$ cat src/rtl/dram_arb_pkg.sv
// Shared encodings for the data-memory port arbiter: FSM states and master IDs.
package dram_arb_pkg;

   localparam logic [1:0] ST_IDLE = 2'd0;
   localparam logic [1:0] ST_OWN0 = 2'd1;
   localparam logic [1:0] ST_OWN1 = 2'd2;

   localparam logic M_CPU = 1'b0;
   localparam logic M_CAP = 1'b1;

   typedef enum logic [1:0] {
      StIdle = ST_IDLE,
      StOwn0 = ST_OWN0,
      StOwn1 = ST_OWN1
   } arb_state_e;

endpackage

$ cat src/rtl/arb_sat_counter.sv
// Saturating event counter with synchronous clear; clear beats a same-cycle increment.
module arb_sat_counter #(
   parameter int unsigned W = 8
) (
   input  logic         clk_i,
   input  logic         rst_i,
   input  logic         inc_i,
   input  logic         clr_i,
   output logic [W-1:0] cnt_o
);

   logic [W-1:0] cnt_q, cnt_d;

   always_comb begin
      cnt_d = cnt_q;
      if (clr_i) begin
         cnt_d = '0;
      end else if (inc_i && (cnt_q != '1)) begin
         cnt_d = cnt_q + 1'b1;
      end
   end

   always_ff @(posedge clk_i or posedge rst_i) begin
      if (rst_i) begin
         cnt_q <= '0;
      end else begin
         cnt_q <= cnt_d;
      end
   end

   assign cnt_o = cnt_q;

endmodule

$ cat src/rtl/dram_port_arbiter.sv
// Round-robin, lockable two-master arbiter (CPU / capture engine) for the data-memory port.
// Optional usage counters are built when ARB_STATS_EN is defined.
module dram_port_arbiter
   import dram_arb_pkg::*;
#(
   parameter int unsigned AW       = 8,
   parameter int unsigned DW       = 8,
   parameter int unsigned MAX_LOCK = 4
) (
   input  logic          clk_i,
   input  logic          rst_i,
`ifdef ARB_STATS_EN
   input  logic          stat_clr_i,
   output logic [15:0]   stat_gnt0_o,
   output logic [15:0]   stat_gnt1_o,
   output logic [7:0]    stat_force_o,
`endif
   input  logic          req0_i,
   input  logic          lock0_i,
   input  logic [AW-1:0] addr0_i,
   input  logic [DW-1:0] data0_i,
   input  logic          mw0_i,
   output logic          gnt0_o,
   output logic          ack0_o,
   output logic [DW-1:0] q0_o,
   input  logic          req1_i,
   input  logic          lock1_i,
   input  logic [AW-1:0] addr1_i,
   input  logic [DW-1:0] data1_i,
   input  logic          mw1_i,
   output logic          gnt1_o,
   output logic          ack1_o,
   output logic [DW-1:0] q1_o,
   output logic [AW-1:0] mem_addr_o,
   output logic [DW-1:0] mem_data_o,
   output logic          mem_mw_o,
   input  logic [DW-1:0] mem_q_i
);

   localparam int unsigned CW = (MAX_LOCK > 2) ? $clog2(MAX_LOCK) : 1;
   localparam logic [CW-1:0] LockMax = CW'(MAX_LOCK - 1);

   arb_state_e    state_q, state_d;
   logic          rr_last_q, rr_last_d;
   logic [CW-1:0] lock_cnt_q, lock_cnt_d;
   logic          own_id, own_req, own_lock, oth_req;
   logic          force_rel;

   always_ff @(posedge clk_i or posedge rst_i) begin
      if (rst_i) begin
         state_q    <= StIdle;
         rr_last_q  <= M_CAP;
         lock_cnt_q <= '0;
      end else begin
         state_q    <= state_d;
         rr_last_q  <= rr_last_d;
         lock_cnt_q <= lock_cnt_d;
      end
   end

   // View the current owner's signals uniformly so both OWN states share one rule set.
   assign own_id   = (state_q == StOwn1);
   assign own_req  = own_id ? req1_i  : req0_i;
   assign own_lock = own_id ? lock1_i : lock0_i;
   assign oth_req  = own_id ? req0_i  : req1_i;

   always_comb begin
      state_d    = state_q;
      rr_last_d  = rr_last_q;
      lock_cnt_d = lock_cnt_q;
      force_rel  = 1'b0;
      unique case (state_q)
         StIdle: begin
            lock_cnt_d = '0;
            if (req0_i && req1_i) begin
               state_d = (rr_last_q == M_CPU) ? StOwn1 : StOwn0;
            end else if (req0_i) begin
               state_d = StOwn0;
            end else if (req1_i) begin
               state_d = StOwn1;
            end
         end
         StOwn0, StOwn1: begin
            if (own_lock && own_req && (lock_cnt_q < LockMax)) begin
               lock_cnt_d = lock_cnt_q + 1'b1;
            end else if (oth_req) begin
               state_d    = own_id ? StOwn0 : StOwn1;
               rr_last_d  = own_id;
               lock_cnt_d = '0;
               force_rel  = own_lock && own_req;
            end else if (own_req) begin
               if (lock_cnt_q < LockMax) begin
                  lock_cnt_d = lock_cnt_q + 1'b1;
               end
            end else begin
               state_d    = StIdle;
               rr_last_d  = own_id;
               lock_cnt_d = '0;
            end
         end
         default: begin
            state_d    = StIdle;
            lock_cnt_d = '0;
         end
      endcase
   end

   always_comb begin
      gnt0_o     = (state_q == StOwn0);
      gnt1_o     = (state_q == StOwn1);
      ack0_o     = req0_i & gnt0_o;
      ack1_o     = req1_i & gnt1_o;
      mem_addr_o = '0;
      mem_data_o = '0;
      if (gnt0_o) begin
         mem_addr_o = addr0_i;
         mem_data_o = data0_i;
      end else if (gnt1_o) begin
         mem_addr_o = addr1_i;
         mem_data_o = data1_i;
      end
      mem_mw_o = (mw0_i & ack0_o) | (mw1_i & ack1_o);
      q0_o     = (ack0_o && !mw0_i) ? mem_q_i : '0;
      q1_o     = (ack1_o && !mw1_i) ? mem_q_i : '0;
   end

`ifdef ARB_STATS_EN
   arb_sat_counter #(.W(16)) u_stat_gnt0 (
      .clk_i (clk_i),
      .rst_i (rst_i),
      .inc_i (ack0_o),
      .clr_i (stat_clr_i),
      .cnt_o (stat_gnt0_o)
   );

   arb_sat_counter #(.W(16)) u_stat_gnt1 (
      .clk_i (clk_i),
      .rst_i (rst_i),
      .inc_i (ack1_o),
      .clr_i (stat_clr_i),
      .cnt_o (stat_gnt1_o)
   );

   arb_sat_counter #(.W(8)) u_stat_force (
      .clk_i (clk_i),
      .rst_i (rst_i),
      .inc_i (force_rel),
      .clr_i (stat_clr_i),
      .cnt_o (stat_force_o)
   );
`else
   logic unused_force;
   assign unused_force = force_rel;
`endif

endmodule

$ cat config.mk
export PLATFORM = sky130hd
export DESIGN_NAME = dram_port_arbiter
export DESIGN_NICKNAME = d
export VERILOG_FILES = /design/src/rtl/dram_arb_pkg.sv /design/src/rtl/arb_sat_counter.sv /design/src/rtl/dram_port_arbiter.sv
export SDC_FILE = /design/constraint.sdc
export NUM_CORES = 1
export LEC_CHECK = 0
export ABC_AREA = 1
export CAP_MARGIN = 20
export CORE_MARGIN = 2
export CORE_UTILIZATION = 29
export DETAILED_ROUTE_END_ITERATION = 7
export PLACE_DENSITY = 0.86
export SYNTH_ARGS = -nofsm -noshare
export SYNTH_HDL_FRONTEND = slang
export SYNTH_HIERARCHICAL = 1
export SYNTH_SLANG_ARGS = --single-unit
$ cat constraint.sdc
create_clock -name clk_i -period 1.7 [get_ports clk_i]
set_input_delay 0.17 -clock clk_i [delete_from_list [all_inputs] [get_ports clk_i]]
set_output_delay 0.17 -clock clk_i [all_outputs]
set_load 0.01 [all_outputs]
After elaboration in Yosys (flattened, before gate mapping)
Cells that the tools add are included.
W data, S select, Z words.
{"block": "totals", "reg_bits": 5, "out_inout_bits": 37, "elab_cells": 54}
{"block": "op_classes", "add_sub_neg": 1, "order_cmp": 1, "eq_ne": 7, "mux": 25, "bitwise_logic": 6, "reduce_logical": 11}
{"op": "$mux W8", "count": 6}
{"op": "$mux W2", "count": 13}
{"op": "$reduce_and A3 Y1", "count": 2}
{"op": "$logic_and A1 B1 Y1", "count": 5}
{"op": "$mux W1", "count": 5}
{"op": "$ne A5 B5 Y1 const B", "count": 1}
{"op": "$and A1 B1 Y1", "count": 4}
{"op": "$ne A4 B4 Y1 const B", "count": 1}
{"op": "$pmux W2 S2", "count": 1}
{"op": "$ne A3 B3 Y1 const B", "count": 1}
{"op": "$add A2 B1 Y2 const B", "count": 1}
{"op": "$eq A2 B1 Y1 const B", "count": 1}
{"op": "$eq A2 B2 Y1 const B", "count": 1}
{"op": "$logic_not A1 Y1", "count": 2}
{"op": "$logic_not A2 Y1", "count": 1}
{"op": "$lt A2 B2 Y1 const B", "count": 1}
{"op": "$ne A2 B1 Y1 const B", "count": 1}
{"op": "$ne A2 B2 Y1 const B", "count": 1}
{"op": "$reduce_or A2 Y1", "count": 1}
{"op": "$not A1 Y1", "count": 1}
{"op": "$or A1 B1 Y1", "count": 1}

Longest topological paths before layout
Gate-level depths: netlist of run 1.
{"block": "depth", "word_depth": 6, "depth_mapped": 10}

Worst setup path after synthesis of run 1
OpenSTA, ideal clock, no wires.
{"block": "synth_timing", "path_kind": "register to output", "start": "register state_q[1]", "end": "output port q0_o[0]", "arrival_time_ns": 1.381, "required_time_ns": 1.530, "slack_ns": 0.149, "stages_incl_launch_ff": 8, "path_buffers": 1, "path_cell_list": "dfrtp_1 -> inv_1 -> ha_1 -> buf_2 -> nand2_1 -> inv_1 -> nand2_1 -> nor2_1"}
{"block": "synth_via", "elab_chain_cells": 4}
{"element": "start: declaration", "line": "dram_port_arbiter.sv:43", "source": "arb_state_e state_q, state_d;"}
{"element": "start signal: assignment", "line": "dram_port_arbiter.sv:51", "source": "state_q <= StIdle;"}
{"element": "start signal: assignment", "line": "dram_port_arbiter.sv:55", "source": "state_q <= state_d;"}
{"element": "$eq A2 B1 Y1", "line": "dram_port_arbiter.sv:109", "source": "gnt0_o = (state_q == StOwn0);"}
{"element": "via gnt0_o", "line": "dram_port_arbiter.sv:23", "source": "output logic gnt0_o,"}
{"element": "$and A1 B1 Y1", "line": "dram_port_arbiter.sv:111", "source": "ack0_o = req0_i & gnt0_o;"}
{"element": "via ack0_o", "line": "dram_port_arbiter.sv:24", "source": "output logic ack0_o,"}
{"element": "$logic_and A1 B1 Y1", "line": "dram_port_arbiter.sv:123", "source": "q0_o = (ack0_o && !mw0_i) ? mem_q_i : '0;"}
{"element": "$mux W8", "line": "dram_port_arbiter.sv:123"}
{"element": "end: declaration", "line": "dram_port_arbiter.sv:25", "source": "output logic [DW-1:0] q0_o,"}
The timed path passes the listed nets, and every way through them passes these cells.

Worst setup path in the final report of run 1
{"block": "layout_timing", "start": "register state_q[1]", "end": "output port mem_data_o[2]"}
{"block": "layout_via", "elab_chain_cells": 3, "word_cells_on_any_way": 4}
{"element": "$eq A2 B2 Y1", "line": "dram_port_arbiter.sv:110", "source": "gnt1_o = (state_q == StOwn1);"}
{"element": "$mux W8", "line": "dram_port_arbiter.sv:118", "source": "end else if (gnt1_o) begin"}
{"element": "$mux W8 (*)", "line": "dram_port_arbiter.sv:115", "source": "if (gnt0_o) begin"}
{"element": "end: declaration", "line": "dram_port_arbiter.sv:35", "source": "output logic [DW-1:0] mem_data_o,"}
Mark *: on every way between the ends. The rest lies on a longest branch, timed or not.

==> run_results.csv, run 1 <==
group,metric,value,unit
drt,drtPass1Iterations,4,
clock_network,clk_pin_slew,40,ps
global_route,grt_max_degree,18,
floorplan,die_h,56.8,um
floorplan,die_w,56.8,um
placed_design,hpwl,2490,um
power_and_ir_drop,p_seq_share,10.5,%
drt,wl_per_cell,11.6,um
finish,finalInstanceArea,1750,um^2
power_and_ir_drop,power.density,1100,nW/um^2
power_and_ir_drop,clockPowerShare,7.0,%
timing,slew-limit-headroom,83.4,%
setup_path,worstSetupEndpoint,"mem_data_o[2]",
floorplan,pin_count,85,
finish,drive_gt1_share,23.8,%
setup_path,required,1530,ps
power_and_ir_drop,p_sw,911,uW
drt,drt_iter0_markers,63,
finish,syn2layout_area_growth,116,%
timing,setup_slack,23.5,ps
setup_path,worst-setup-path-type,"flip-flop to output port",
synth,seq_area_frac_synth,15.6,%
synth,ys_warn_count,6,
power_and_ir_drop,combPwrFrac,82.5,%
synth,synth-edff-count,0,
synth,synth_ff_type,"dfrtp_1",
setup_path,r2r_cells,8,
clock_network,clock-root-buffer,"clkbuf_4",
setup_path,reg2reg_slack,90,ps
timing,clock.fmax,596,MHz
finish,diodes,0,
clock_network,numCtsBuffers,3,
drt,vias,1263,
power_and_ir_drop,switching_share,47.1,%
floorplan,core_area,2710,um^2
placed_design,gp_congestion,0.754,
power_and_ir_drop,ir_drop,0.000829,V
drt,totalWireLength,3290,um
placed_design,pre_cts_slack,-132,ps
synth,ys_types,20,
synth,synth_area_leaders,"nand2_1 (27%), nand3_1 (15%), dfrtp_1 (12%)",
power_and_ir_drop,p_leak,0.000999,uW
drt,routed_via_density,4.46,
timing,finalMaxSlewViolations,0,
drt,drc,0,
synth,yosys.area.top_type_share,26.9,%
placed_design,place_area,1780,um^2
setup_path,setup.worst_path.start_class,"flip-flop",
synth,synthCells,151,
timing,post-route-min-period,1680,ps
finish,nNetsFinal,307,
global_route,track_usage,19.3,%
clock_network,insertion_delay,240,ps
hold_path,holdCritPathClass,"input port to async pin",
floorplan,die-area,3230,um^2
setup_path,end_kind,"output port",
synth,syn-cell-area,810,um^2
outcome,outcome,"completed",
synth,yosys.area.top_type,"nand2_1",
floorplan,start_util,29.9,%
clock_network,clk_path_buf_depth,2,
global_route,antenna_found_initial,0,
timing,finalSetupViolCount,0,
clock_network,postCtsHoldBufs,0,
clock_network,h-tree-depth,1,
timing,worst_pin_slew,250,ps
setup_path,crit_start,"state_q[1]",
global_route,grt_pass1_wl,5040,um
clock_network,cts.sinks,5,
global_route,grt.overflow.total,0,
setup_path,worst_ep_arrival_time,1510,ps
clock_network,tritoncts,"built",
synth,avgSynthCellArea,5.36,um^2
power_and_ir_drop,p_int,1020,uW
synth,netlist_top_cells_count,"nand2_1 (58), nand3_1 (25), inv_1 (22), nor2_1 (16), ha_1 (6)",
synth,synth.net_count,205,
placed_design,port_buffers,84,
global_route,grt_pass1_vias,1130,
drt,drtAntennaViolNets,0,
synth,synthArstFlopShare,100,%
timing,hold_viol,0,
timing,rsz0062_at_grt,"yes",
timing,fin_crit_sh,98.6,%
setup_path,path_max_fanout,8,
run,drv_cap,0,
setup_path,worstReg2RegEnd,"state_q[0]",
timing,skew,0.392,ps
synth,yosysMostFrequentCell,"nand2_1",
synth,synth-seq-cells,5,
setup_path,reg2reg_from,"state_q[1]",
floorplan,rows,19,
## power by group through the flow
stage | Sequential, uW | Combinational (uW) | Clock [uW]
floorplan | 206 | 828 | 0
global route | 207 | 1760 | 152
detailed placement | 203 | 1600 | 0
CTS | 203 | 1570 | 144
finish | 203 | 1600 | 135
global placement | 201 | 1580 | 0
## worst min-delay path by stage
stage	depth (start not counted)	start	to
6_report	2	rst_i	lock_cnt_q[0]
5_1_grt	2	rst_i	lock_cnt_q[0]
4_1_cts	2	rst_i	lock_cnt_q[1]
3_5_place_dp	2	rst_i	lock_cnt_q[0]
3_3_place_gp	2	rst_i	lock_cnt_q[0]
2_1_floorplan	1	rst_i	lock_cnt_q[0]
## critical path: stages, from the launching register on
cell	delay [ps]
dfrtp_1	370
inv_1	80
ha_2	210
inv_2	60
buf_6	130
nand3_1	70
nand2_1	70
dlygate4sd2_1	290
## flip-flops by register name, summed over array words and instances, names as in the netlist
register and flops:
lock_cnt_q 2, state_q 2, rr_last_q 1
## stage by stage
step | TNS, ps | cells | util, % | total power [uW] | hold WS (ps)
6_report | 0 | 283 | 64.6 | 1930 | 126
2_1_floorplan | 0 | 151 | - | 1030 | -52.2
4_1_cts | 0 | 283 | 67.1 | 1920 | 121
3_3_place_gp | -2360 | 277 | 65.5 | 1780 | 378
5_1_grt | -96.7 | 283 | 64.6 | 2120 | 156
3_5_place_dp | -3000 | 277 | 65.5 | 1800 | 382
## cell families after synthesis
family	share of synthesized area [%]
flip-flops	15.6
AO/OA/AOI/OAI	6.49
AND/OR/NAND/NOR	53.8
adder cells (fa/ha/maj)	9.27
buffers and inverters	14.8
## what timing repair did
action | CTS | global route
endpoints found under the setup margin | 39 | 38
gates cloned | 1 | 0
pin swaps | 0 | 1
resized for setup | 57 | 49
setup buffers | 1 | 0
## cells in the final DEF, fill, tap and decap left out
cell type	count
buf_6	4
a21oi_1	2
nand2_1	55
nand2_2	3
clkbuf_1	1
ha_1	3
clkdlybuf4s50_1	47
inv_1	19
nor2_2	1
dfrtp_1	4
o21ai_4	1
nand3_1	24
nor2_1	16
nand3_2	1
ha_2	2
o21ai_1	4
nand2_4	2
buf_2	1
clkdlybuf4s15_1	2
o22ai_1	1
ha_4	1
buf_8	1
dfstp_2	1
inv_2	4
nand4_1	1
dlygate4sd2_1	12
nand3b_1	1
clkbuf_2	21
clkbuf_4	3
buf_4	14
## cell type report
type | instances | area, um^2
inverter | 23 | 86.3
timing repair buffer | 102 | 871
fill | 253 | 958
tap | 31 | 38.8
clock buffer | 4 | 26.3
multi-input combinational | 118 | 603
sequential | 5 | 126
## per-layer routing
metal  vias up  part of all wire (%)  wire (um)  global-route usage, %
met5         -                     0          0                      0
met4         0                     0          0                   4.65
met3         0                   7.1        233                   4.38
met2        42                    50       1650                   34.6
met1       552                    43       1410                   23.3
li1        669                     -          -                      -
No activity file was read; power rests on OpenSTA's default activity.
==> run 2: changes to the inputs <==
--- a/config.mk
+++ b/config.mk
@@ -11,6 +11,7 @@
 export CORE_UTILIZATION = 29
 export DETAILED_ROUTE_END_ITERATION = 7
 export PLACE_DENSITY = 0.86
+export RECOVER_POWER = 100
 export SYNTH_ARGS = -nofsm -noshare
 export SYNTH_HDL_FRONTEND = slang
 export SYNTH_HIERARCHICAL = 1
==> run_results.csv, run 2 (synthesis results as in run 1) <==
group,metric,value,unit
outcome,outcome,"completed",
global_route,grt_pass1_vias,1130,
clock_network,postCtsHoldBufs,0,
finish,multi_input_area,603,um^2
clock_network,insertion_delay,240,ps
drt,drtPass1Iterations,4,
placed_design,placed_cells,277,
finish,fillers,254,
drt,totalWireLength,3280,um
hold_path,holdCritPathClass,"input port to async pin",
global_route,grt_pass1_wl,5040,um
finish,final_cells,283,
timing,hold_viol,0,
drt,vias,1262,
timing,clock.fmax,596,MHz
timing,finalSetupViolCount,0,
drt,drt_iter0_markers,70,
finish,syn2layout_area_growth,116,%
drt,wl_per_cell,11.6,um
floorplan,rows,19,
power_and_ir_drop,ir_drop,0.000829,V
clock_network,tritoncts,"built",
power_and_ir_drop,p_leak,0.000989,uW
floorplan,die_w,56.8,um
setup_path,timing.critical_path.slowest_stage_cell,"dfrtp_1",
global_route,antenna_found_initial,0,
clock_network,clk_path_buf_depth,2,
floorplan,die-area,3230,um^2
setup_path,path_max_fanout,8,
clock_network,numCtsBuffers,3,
finish,nNetsFinal,307,
placed_design,port_buffers,84,
setup_path,crit_path_cell_trace,"inv_1, ha_2, inv_2, buf_6, nand3_1, nand2_1, dlygate4sd2_1",
global_route,track_usage,19.3,%
run,drv_cap,0,
clock_network,clk_pin_slew,40,ps
finish,utilization,64.5,%
finish,drive_gt1_share,22.6,%
setup_path,end_kind,"output port",
power_and_ir_drop,power.density,1100,nW/um^2
setup_path,worst-setup-path-type,"flip-flop to output port",
setup_path,cpPeakStageDelay,370,ps
drt,drc,0,
floorplan,die_h,56.8,um
floorplan,start_util,29.9,%
timing,worst_pin_slew,250,ps
setup_path,setup.worst_path.start_class,"flip-flop",
timing,skew,0.392,ps
timing,fin_crit_sh,98.6,%
placed_design,hpwl,2490,um
finish,diodes,0,
timing,post-route-min-period,1680,ps
setup_path,cp_num_buf_inv,4,
finish,final-seq-area,126,um^2
setup_path,worst_ep_arrival_time,1510,ps
setup_path,crit_family,"buffers and inverters",
drt,routed_via_density,4.46,
setup_path,r2r_cells,8,
clock_network,clock-root-buffer,"clkbuf_4",
clock_network,h-tree-depth,1,
finish,largest_registers,"lock_cnt_q: 2 flops, state_q: 2 flops, rr_last_q: 1 flops",
global_route,grt_max_degree,18,
timing,slew-limit-headroom,83.4,%
clock_network,cts.sinks,5,
setup_path,worst-path-stages,7,
floorplan,pin_count,85,
global_route,grt.overflow.total,0,
placed_design,gp_congestion,0.754,
setup_path,required,1530,ps
floorplan,core_area,2710,um^2
timing,finalMaxSlewViolations,0,
drt,drtAntennaViolNets,0,
finish,layout_commonest_cell,"nand2_1",
timing,rsz0062_at_grt,"yes",
finish,layout_common_cells,"nand2_1 (55), clkdlybuf4s50_1 (46), nand3_1 (24), inv_1 (19), clkbuf_2 (18)",
-- run 2: changes by cell type in the layout (fill, tap and decap cells not counted), sizes merged --
| cell | before | now |
|---|---|---|
| clkdlybuf4s50 | 47 | 46 |
| dlygate4sd3 | 0 | 1 |
-- run 2: worst paths after layout --
| check | to | slack (ps) | start |
|---|---|---|---|
| hold / removal | lock_cnt_q[0] | 260 | rst_i |
| setup / recovery | mem_data_o[2] | 20 | state_q[1] |
| max in group asynchronous | rr_last_q | 1200 | rst_i |
| setup reg to reg | state_q[0] | 90 | state_q[1] |
| hold reg to reg | rr_last_q | 480 | rr_last_q |
| min in group clk_i | rr_last_q | 480 | rr_last_q |
-- run 2: repair_timing --
item                                    CTS  global route
pin swaps                                 0             1
buffers inserted                          1             0
cloned                                    1             0
resized for setup                        57            49
endpoints found under the setup margin   39            38
-- run 2: stage by stage --
step / setup WS (ps) / hold WS [ps] / power (uW) / cell area, um^2 / setup TNS [ps]
after global placement: -136 / 378 / 1780 / 1780 / -2360
after detailed placement: -132 / 382 / 1800 / 1780 / -3000
after global routing: -44.6 / 291 / 2110 / 1750 / -96.7
after floorplan: 149 / -52.2 / 1030 / 810 / 0
final: 23.6 / 263 / 1930 / 1750 / 0
after CTS: 0.584 / 121 / 1920 / 1820 / 0
-- run 2: worst reg2reg max path, cell delays in order, from the launching register on --
cell and delay [ps]:
dfrtp_1 370, buf_4 150, ha_4 170, buf_6 140, buf_4 140, o21ai_4 210
nand3_2 150, nand3_1 110, nand2_1 60
-- run 2: per-layer routing --
layer,vias up,global-route usage (%),part of all wire [%]
met1,551,23.3,43
met4,0,4.65,0
met3,0,4.38,7.1
met2,42,34.6,50
met5,-,0,0
li1,669,-,-
-- run 2: cell type report --
cell class / count / area share, %
Clock buffer: 4 / 1.50
Sequential cell: 5 / 7.23
Tap cell: 31 / 2.22
Timing Repair Buffer: 102 / 49.6
Inverter: 23 / 4.94
Multi-Input combinational cell: 118 / 34.5
-- run 2: power breakdown --
part           switching [uW]  internal, uW
clock                    46.5          88.6
combinational             834           753
sequential               30.1           173
